--- src/rtl/bemf_pkg.sv ---
`default_nettype none
// ==========================================================================
// bemf_pkg : shared constants and helpers for the back-EMF integrator
// Rev 1.0
// ==========================================================================
package bemf_pkg;

  localparam int DB_POS_DEF = 20;
  localparam int DB_NEG_DEF = 22;

  function automatic int clog2_f(input int n);
    int r;
    r = 0;
    for (int i = 0; i < 31; i++) begin
      if ((32'sd1 << i) < n) r = i + 1;
    end
    return r;
  endfunction

  // A single-channel build still needs a one-bit channel field.
  function automatic int ch_w_f(input int n_ch);
    return (n_ch < 2) ? 1 : clog2_f(n_ch);
  endfunction

  // Clamp limits are produced at 64 bits and sliced down to the accumulator width.
  function automatic logic signed [63:0] acc_max_f(input int w);
    return (64'sd1 <<< (w - 1)) - 64'sd1;
  endfunction

  function automatic logic signed [63:0] acc_min_f(input int w);
    return -(64'sd1 <<< (w - 1));
  endfunction

endpackage
`default_nettype wire

--- src/rtl/bemf_sat_add.sv ---
`default_nettype none
// ==========================================================================
// bemf_sat_add : combinational signed add that clamps instead of wrapping
// Rev 1.0
// ==========================================================================
module bemf_sat_add
  import bemf_pkg::*;
#(
  parameter int W = 36
) (
  input  logic signed [W-1:0] a_i,
  input  logic signed [W-1:0] b_i,
  output logic signed [W-1:0] sum_o
);

  localparam logic signed [63:0]  C_MAX64 = acc_max_f(W);
  localparam logic signed [63:0]  C_MIN64 = acc_min_f(W);
  localparam logic signed [W-1:0] C_MAX   = C_MAX64[W-1:0];
  localparam logic signed [W-1:0] C_MIN   = C_MIN64[W-1:0];

  logic [W:0] sum_wide;

  // One guard bit: a disagreement between the top two bits means overflow.
  always_comb begin
    sum_wide = {a_i[W-1], a_i} + {b_i[W-1], b_i};
    if (sum_wide[W] != sum_wide[W-1]) begin
      sum_o = sum_wide[W] ? C_MIN : C_MAX;
    end else begin
      sum_o = sum_wide[W-1:0];
    end
  end

endmodule
`default_nettype wire

--- src/rtl/bemf_integrator.sv ---
`default_nettype none
// ==========================================================================
// bemf_integrator : 4-stage back-EMF integrator, per-channel saturating sums
// Optional velocity output enabled by defining BEMF_VEL_OUT_EN.   Rev 1.0
// ==========================================================================
module bemf_integrator
  import bemf_pkg::*;
#(
  parameter int NUM_CH = 4,
  parameter int ADC_W  = 10,
  parameter int ACC_W  = 36,
  parameter int DB_POS = DB_POS_DEF,
  parameter int DB_NEG = DB_NEG_DEF,
  localparam int CH_W  = ch_w_f(NUM_CH)
) (
  input  logic                    clk,
  input  logic                    rst,
  input  logic [ADC_W-1:0]        adc_h_i,
  input  logic [ADC_W-1:0]        adc_l_i,
  input  logic [CH_W-1:0]         ch_sel_i,
  input  logic                    in_valid_i,
  input  logic [ACC_W-1:0]        calib_i,
  input  logic [NUM_CH-1:0]       clr_i,
  output logic [NUM_CH*ACC_W-1:0] acc_out_o,
  output logic                    out_valid_o,
  output logic [CH_W-1:0]         out_ch_o,
`ifdef BEMF_VEL_OUT_EN
  output logic [ACC_W-1:0]        vel_out_o,
`endif
  output logic                    drop_err_o
);

  localparam logic signed [ACC_W-1:0] C_DB_POS = ACC_W'(DB_POS);
  localparam logic signed [ACC_W-1:0] C_DB_NEG = ACC_W'(-DB_NEG);

  logic                    s0_vld_q;
  logic [ADC_W-1:0]        s0_h_q, s0_l_q;
  logic [CH_W-1:0]         s0_ch_q;
  logic signed [ACC_W-1:0] s0_cal_q;

  logic                    s1_vld_q;
  logic [CH_W-1:0]         s1_ch_q;
  logic signed [ACC_W-1:0] s1_diff_q, s1_diff_d, s1_cal_q;

  logic                    s2_vld_q;
  logic [CH_W-1:0]         s2_ch_q;
  logic signed [ACC_W-1:0] s2_inc_q, s2_inc_d, s2_cal;

  logic signed [ACC_W-1:0] acc_q [NUM_CH];
  logic signed [ACC_W-1:0] acc_sel, acc_sum_d;
  logic                    out_valid_q, drop_err_q, ch_ok;
  logic [CH_W-1:0]         out_ch_q;

  assign ch_ok = ({1'b0, ch_sel_i} < (CH_W+1)'(NUM_CH));

  always_comb begin
    s1_diff_d = {{(ACC_W-ADC_W){1'b0}}, s0_h_q} - {{(ACC_W-ADC_W){1'b0}}, s0_l_q};
    s2_cal    = s1_diff_q - s1_cal_q;
    s2_inc_d  = ((s2_cal > C_DB_POS) || (s2_cal < C_DB_NEG)) ? s2_cal : '0;
    acc_sel   = '0;
    for (int i = 0; i < NUM_CH; i++) begin
      if (s2_ch_q == CH_W'(i)) acc_sel = acc_q[i];
    end
  end

  bemf_sat_add #(.W(ACC_W)) u_sat_add (
    .a_i   (acc_sel),
    .b_i   (s2_inc_q),
    .sum_o (acc_sum_d)
  );

  always_ff @(posedge clk) begin
    if (rst) begin
      s0_vld_q    <= 1'b0;
      s0_h_q      <= '0;
      s0_l_q      <= '0;
      s0_ch_q     <= '0;
      s0_cal_q    <= '0;
      s1_vld_q    <= 1'b0;
      s1_ch_q     <= '0;
      s1_diff_q   <= '0;
      s1_cal_q    <= '0;
      s2_vld_q    <= 1'b0;
      s2_ch_q     <= '0;
      s2_inc_q    <= '0;
      out_valid_q <= 1'b0;
      out_ch_q    <= '0;
      drop_err_q  <= 1'b0;
      for (int i = 0; i < NUM_CH; i++) acc_q[i] <= '0;
    end else begin
      // Out-of-range channels never enter the pipeline.
      s0_vld_q  <= in_valid_i && ch_ok;
      if (in_valid_i) begin
        s0_h_q   <= adc_h_i;
        s0_l_q   <= adc_l_i;
        s0_ch_q  <= ch_sel_i;
        s0_cal_q <= calib_i;
      end
      if (in_valid_i && !ch_ok) drop_err_q <= 1'b1;

      s1_vld_q  <= s0_vld_q;
      s1_ch_q   <= s0_ch_q;
      s1_diff_q <= s1_diff_d;
      s1_cal_q  <= s0_cal_q;

      s2_vld_q  <= s1_vld_q;
      s2_ch_q   <= s1_ch_q;
      s2_inc_q  <= s2_inc_d;

      // Clear takes priority over a same-edge update of that channel.
      for (int i = 0; i < NUM_CH; i++) begin
        if (clr_i[i]) begin
          acc_q[i] <= '0;
        end else if (s2_vld_q && (s2_ch_q == CH_W'(i))) begin
          acc_q[i] <= acc_sum_d;
        end
      end
      out_valid_q <= s2_vld_q;
      if (s2_vld_q) out_ch_q <= s2_ch_q;
    end
  end

`ifdef BEMF_VEL_OUT_EN
  logic signed [ACC_W-1:0] vel_q;

  always_ff @(posedge clk) begin
    if (rst) begin
      vel_q <= '0;
    end else if (s2_vld_q) begin
      vel_q <= s2_inc_q;
    end
  end

  assign vel_out_o = vel_q;
`endif

  for (genvar gi = 0; gi < NUM_CH; gi++) begin : g_acc_flat
    assign acc_out_o[gi*ACC_W +: ACC_W] = acc_q[gi];
  end

  assign out_valid_o = out_valid_q;
  assign out_ch_o    = out_ch_q;
  assign drop_err_o  = drop_err_q;

endmodule
`default_nettype wire

--- config.mk ---
export PLATFORM = sky130hd
export DESIGN_NAME = bemf_integrator
export DESIGN_NICKNAME = d
export VERILOG_FILES = /design/src/rtl/bemf_pkg.sv /design/src/rtl/bemf_sat_add.sv /design/src/rtl/bemf_integrator.sv
export SDC_FILE = /design/constraint.sdc
export NUM_CORES = 1
export LEC_CHECK = 0
export CELL_PAD_IN_SITES_DETAIL_PLACEMENT = 1
export CELL_PAD_IN_SITES_GLOBAL_PLACEMENT = 1
export CORE_ASPECT_RATIO = 0.8
export CORE_MARGIN = 8
export CORE_UTILIZATION = 47
export CTS_CLUSTER_SIZE = 14
export DETAILED_ROUTE_END_ITERATION = 6
export PLACE_DENSITY_LB_ADDON = 0.25
export SLEW_MARGIN = 10
export SYNTH_ARGS = -nofsm -noshare
export SYNTH_HDL_FRONTEND = slang
export SYNTH_SLANG_ARGS = --single-unit
--- constraint.sdc ---
create_clock -name clk -period 8.55 [get_ports clk]
set_input_delay 1.2825 -clock clk [delete_from_list [all_inputs] [get_ports clk]]
set_output_delay 1.2825 -clock clk [all_outputs]
set_load 0.01 [all_outputs]
==> impl_metrics.py <==
metrics = {
    "power": {
        "peakVddDrop_v": 0.000170,
        "combPwrFrac_pct": 30.6,
        "p_clk_share_pct": 30.5,
        "p_switching_mw": 1.47,
        "pwr_density_cell_mw_per_mm2": 229,
        "switching_share_pct": 34.4,
        "p_int_mw": 2.81,
        "power_frac_seq_pct": 38.9,
        "p_total_mw": 4.28,
        "p_leak_nw": 7.48,
    },
    "timing": {
        "whs_ps": 437,
        "finalCriticalPeriod_ps": 6370,
        "setup_violations": 0,
        "hold_violations": 0,
        "fin_crit_sh_pct": 74.5,
        "setup_tns_ps": 0,
        "rsz0062_at_grt": "no",
        "finClkSkew_ps": 20.9,
        "clock.fmax_mhz": 157,
        "setup_ws_ps": 2180,
        "worst_pin_slew_ps": 1290,
        "slew_viol_final": 0,
        "slew-limit-headroom_pct": 12.9,
    },
    "routing": {
        "routed_via_density": 5.76,
        "postRouteAntennaNets": 0,
        "wl_per_cell_um": 22.8,
        "via_count": 12175,
        "routed_wl_um": 48100,
        "drt_first_pass_iters": 5,
        "drtIter0Drc": 974,
        "drc_errors": 0,
    },
    "job": {
        "max-cap-violations": 0,
    },
    "clock_tree": {
        "clock-sinks": 295,
        "cts_tree": "yes",
        "clk_pin_slew_ps": 70,
        "clk_path_buf_depth": 3,
        "cts_root_buffer": "clkbuf_16",
        "cts_made_buffers": 31,
        "cts_setup_buffers": 0,
        "post_cts_resize_count": 0,
        "cts_hold_buf": 0,
        "clk_latency_ps": 590,
        "htree_levels": 1,
    },
    "synth": {
        "yosys_warnings": 0,
        "synthArstFlopShare_pct": 0,
        "syn_avg_cell_area_um2": 10.3,
        "synth-seq-area-share_pct": 48.4,
        "netlist_instances": 1472,
        "synth_top_area_share_pct": 28.5,
        "synth_edf_count": 144,
        "synth_ff_type": "dfxtp_1",
        "synth.area.top_cells": "edfxtp_1 (28%), dfxtp_1 (20%), ha_1 (6.7%)",
        "synth_nets": 1621,
        "syn_area_mm2": 0.0152,
        "yosysTopAreaCell": "edfxtp_1",
        "ys_ff_latch": 295,
        "synth.distinct_cells": 74,
    },
    "finish": {
        "fin_nets": 1811,
        "areaGrowthSynthToFinish_pct": 22.7,
        "drive_gt1_share_pct": 7.77,
        "final_cells": 2114,
        "num-fill-cells": 3543,
    },
    "global_routing": {
        "grt_overflow": 0,
        "grt_pass1_vias": 12908,
        "track_usage_pct": 24.5,
        "grt_pass1_wl_um": 74800,
        "antenna_found_initial": 3,
        "grt_max_degree": 105,
    },
    "placed_design": {
        "hpwlAfterDp_um": 35100,
        "place_ws_ps": 2390,
        "port-buffer-count": 211,
        "place_inst": 2056,
        "gp_congestion": 0.932,
    },
    "worst_setup_path": {
        "crit_slowest_cell": "a21o_1",
        "crit_type": "flip-flop to flip-flop",
        "path_cells": "buf_4 > mux4_2 > ha_1 > a21o_1 > a21oi_1 > nor2b_1 > o31a_1 > a311oi_1 > o21bai_1 > a221oi_1 > and2_1 > a21o_1 > nand2_1 > o21ai_0",
        "start_kind": "flip-flop",
        "endpoint_kind": "flip-flop",
        "cpMostUsedCell": "a21o_1",
        "critPathArrivalTime_ps": 6780,
        "crit_required_ps": 8960,
        "cpPeakStageDelay_ps": 900,
        "critPathMaxFanout": 31,
    },
    "floorplanning": {
        "die_height_um": 177,
        "core_area_mm2": 0.0322,
        "start_util_pct": 47.2,
        "dieArea_mm2": 0.0383,
        "fp-row-count": 59,
        "fp.dieW_um": 217,
        "pin_count": 213,
    },
    "run_status": {
        "status": "complete, no violations",
    },
    "hold_path": {
        "hold_path.class": "flip-flop to flip-flop",
    },
}
==> Yosys cell counts, types with 4 or more instances <==
cell,number
xnor2_1,43
a21oi_1,78
mux2i_1,62
nor4_1,9
a21o_1,40
xor2_1,22
o31ai_4,4
a41oi_1,4
nand4_1,14
or4_1,4
dfxtp_1,151
o21a_1,8
and2_1,6
nand2b_1,7
and3_1,7
nor2_2,10
nor2b_1,56
a31oi_1,11
buf_1,16
inv_1,73
a21boi_0,4
or2_2,5
edfxtp_1,144
o211ai_1,5
nor3b_1,6
o21bai_1,11
a211o_1,4
mux4_2,36
a311oi_1,4
ha_1,81
nand3_1,18
o21ai_0,67
nand2_1,64
nor3_1,24
clkbuf_1,45
nor2_1,270
==> final timing paths <==
check | startpoint | endpoint | slack (ps) | cells after the start
worst max-delay path | s2_ch_q[0] | acc_q[2][1] | 2180 | 14
worst min register to register | s1_ch_q[0] | s2_ch_q[0] | 440 | 1
worst max register to register | s2_ch_q[0] | acc_q[2][1] | 2180 | 14
worst min-delay path | s1_ch_q[0] | s2_ch_q[0] | 440 | 1
==> cell type report <==
class | count | area, µm² | share of cell area, %
timing repair buffer | 223 | 2200 | 11.8
clock buffer | 38 | 842 | 4.52
inverter | 73 | 274 | 1.47
antenna | 1 | 2.50 | 0.0134
tap | 427 | 534 | 2.87
multi-input combinational | 1038 | 7300 | 39.2
sequential | 295 | 7350 | 39.4
clock inverter | 19 | 135 | 0.725
==> layer usage <==
metal	GRT usage, %	routed length (µm)	vias up
li1	-	-	5633
met1	32.6	21000	6044
met2	41.0	22800	423
met3	5.23	3450	71
met4	5.18	903	4
met5	0	31	-
==> layout by cell type (no fill, tap or decap), types with 14 or more instances in the layout <==
cell / n
mux4_2: 36
nor2_1: 270
mux2i_1: 62
xnor2_1: 43
nand3_1: 18
a21oi_1: 78
nand2_1: 64
clkdlybuf4s50_1: 209
clkbuf_16: 31
ha_1: 81
a21o_1: 40
o21ai_0: 66
nor3_1: 24
buf_4: 14
dfxtp_1: 149
nand4_1: 14
inv_1: 73
nor2b_1: 56
edfxtp_1: 144
xor2_1: 22
==> power groups by stage <==
stage          registers, mW  logic [mW]  clock network [mW]
6_report                1.66        1.31                1.30
5_1_grt                 1.67        1.42                1.37
4_1_cts                 1.67        1.29                1.32
3_5_place_dp            1.69        1.27                   0
3_3_place_gp            1.69        1.24                   0
2_1_floorplan           1.67       0.861                   0
==> through the flow <==
stage,instance area (µm²),util [%]
3_3_place_gp,17700,54.8
2_1_floorplan,15200,-
4_1_cts,18600,57.9
5_1_grt,18600,57.9
6_report,18600,57.9
3_5_place_dp,17700,54.8
==> sequential cells by signal, indices dropped and copies added, names as in the netlist <==
register	flops
acc_q	144
s0_cal_q	36
s1_cal_q	36
s2_inc_q	36
s1_diff_q	11
s0_h_q	10
s0_l_q	10
out_ch_o	2
s0_ch_q	2
s1_ch_q	2
s2_ch_q	2
out_valid_o	1
s0_vld_q	1
s1_vld_q	1
s2_vld_q	1
==> logic make-up after synthesis <==
logic type | share of synthesized area (%)
AOI/OAI and AO/OA | 12.4
xor gates and xnor gates | 3.75
adders and majority gates | 7.07
buffers and inverters | 3.62
DFF | 48.4
muxes | 9.43
other | 0.0247
and+or+nand+nor | 15.4
==> critical path, delay by kind of cell (launching register included) <==
kind	cells	cell delay, ps
compound gates	8	3130
fa+ha+maj	1	300
buf+inv	1	470
flops	1	880
mux	1	610
simple gates	3	780
(Power assumes the default switching activity.)
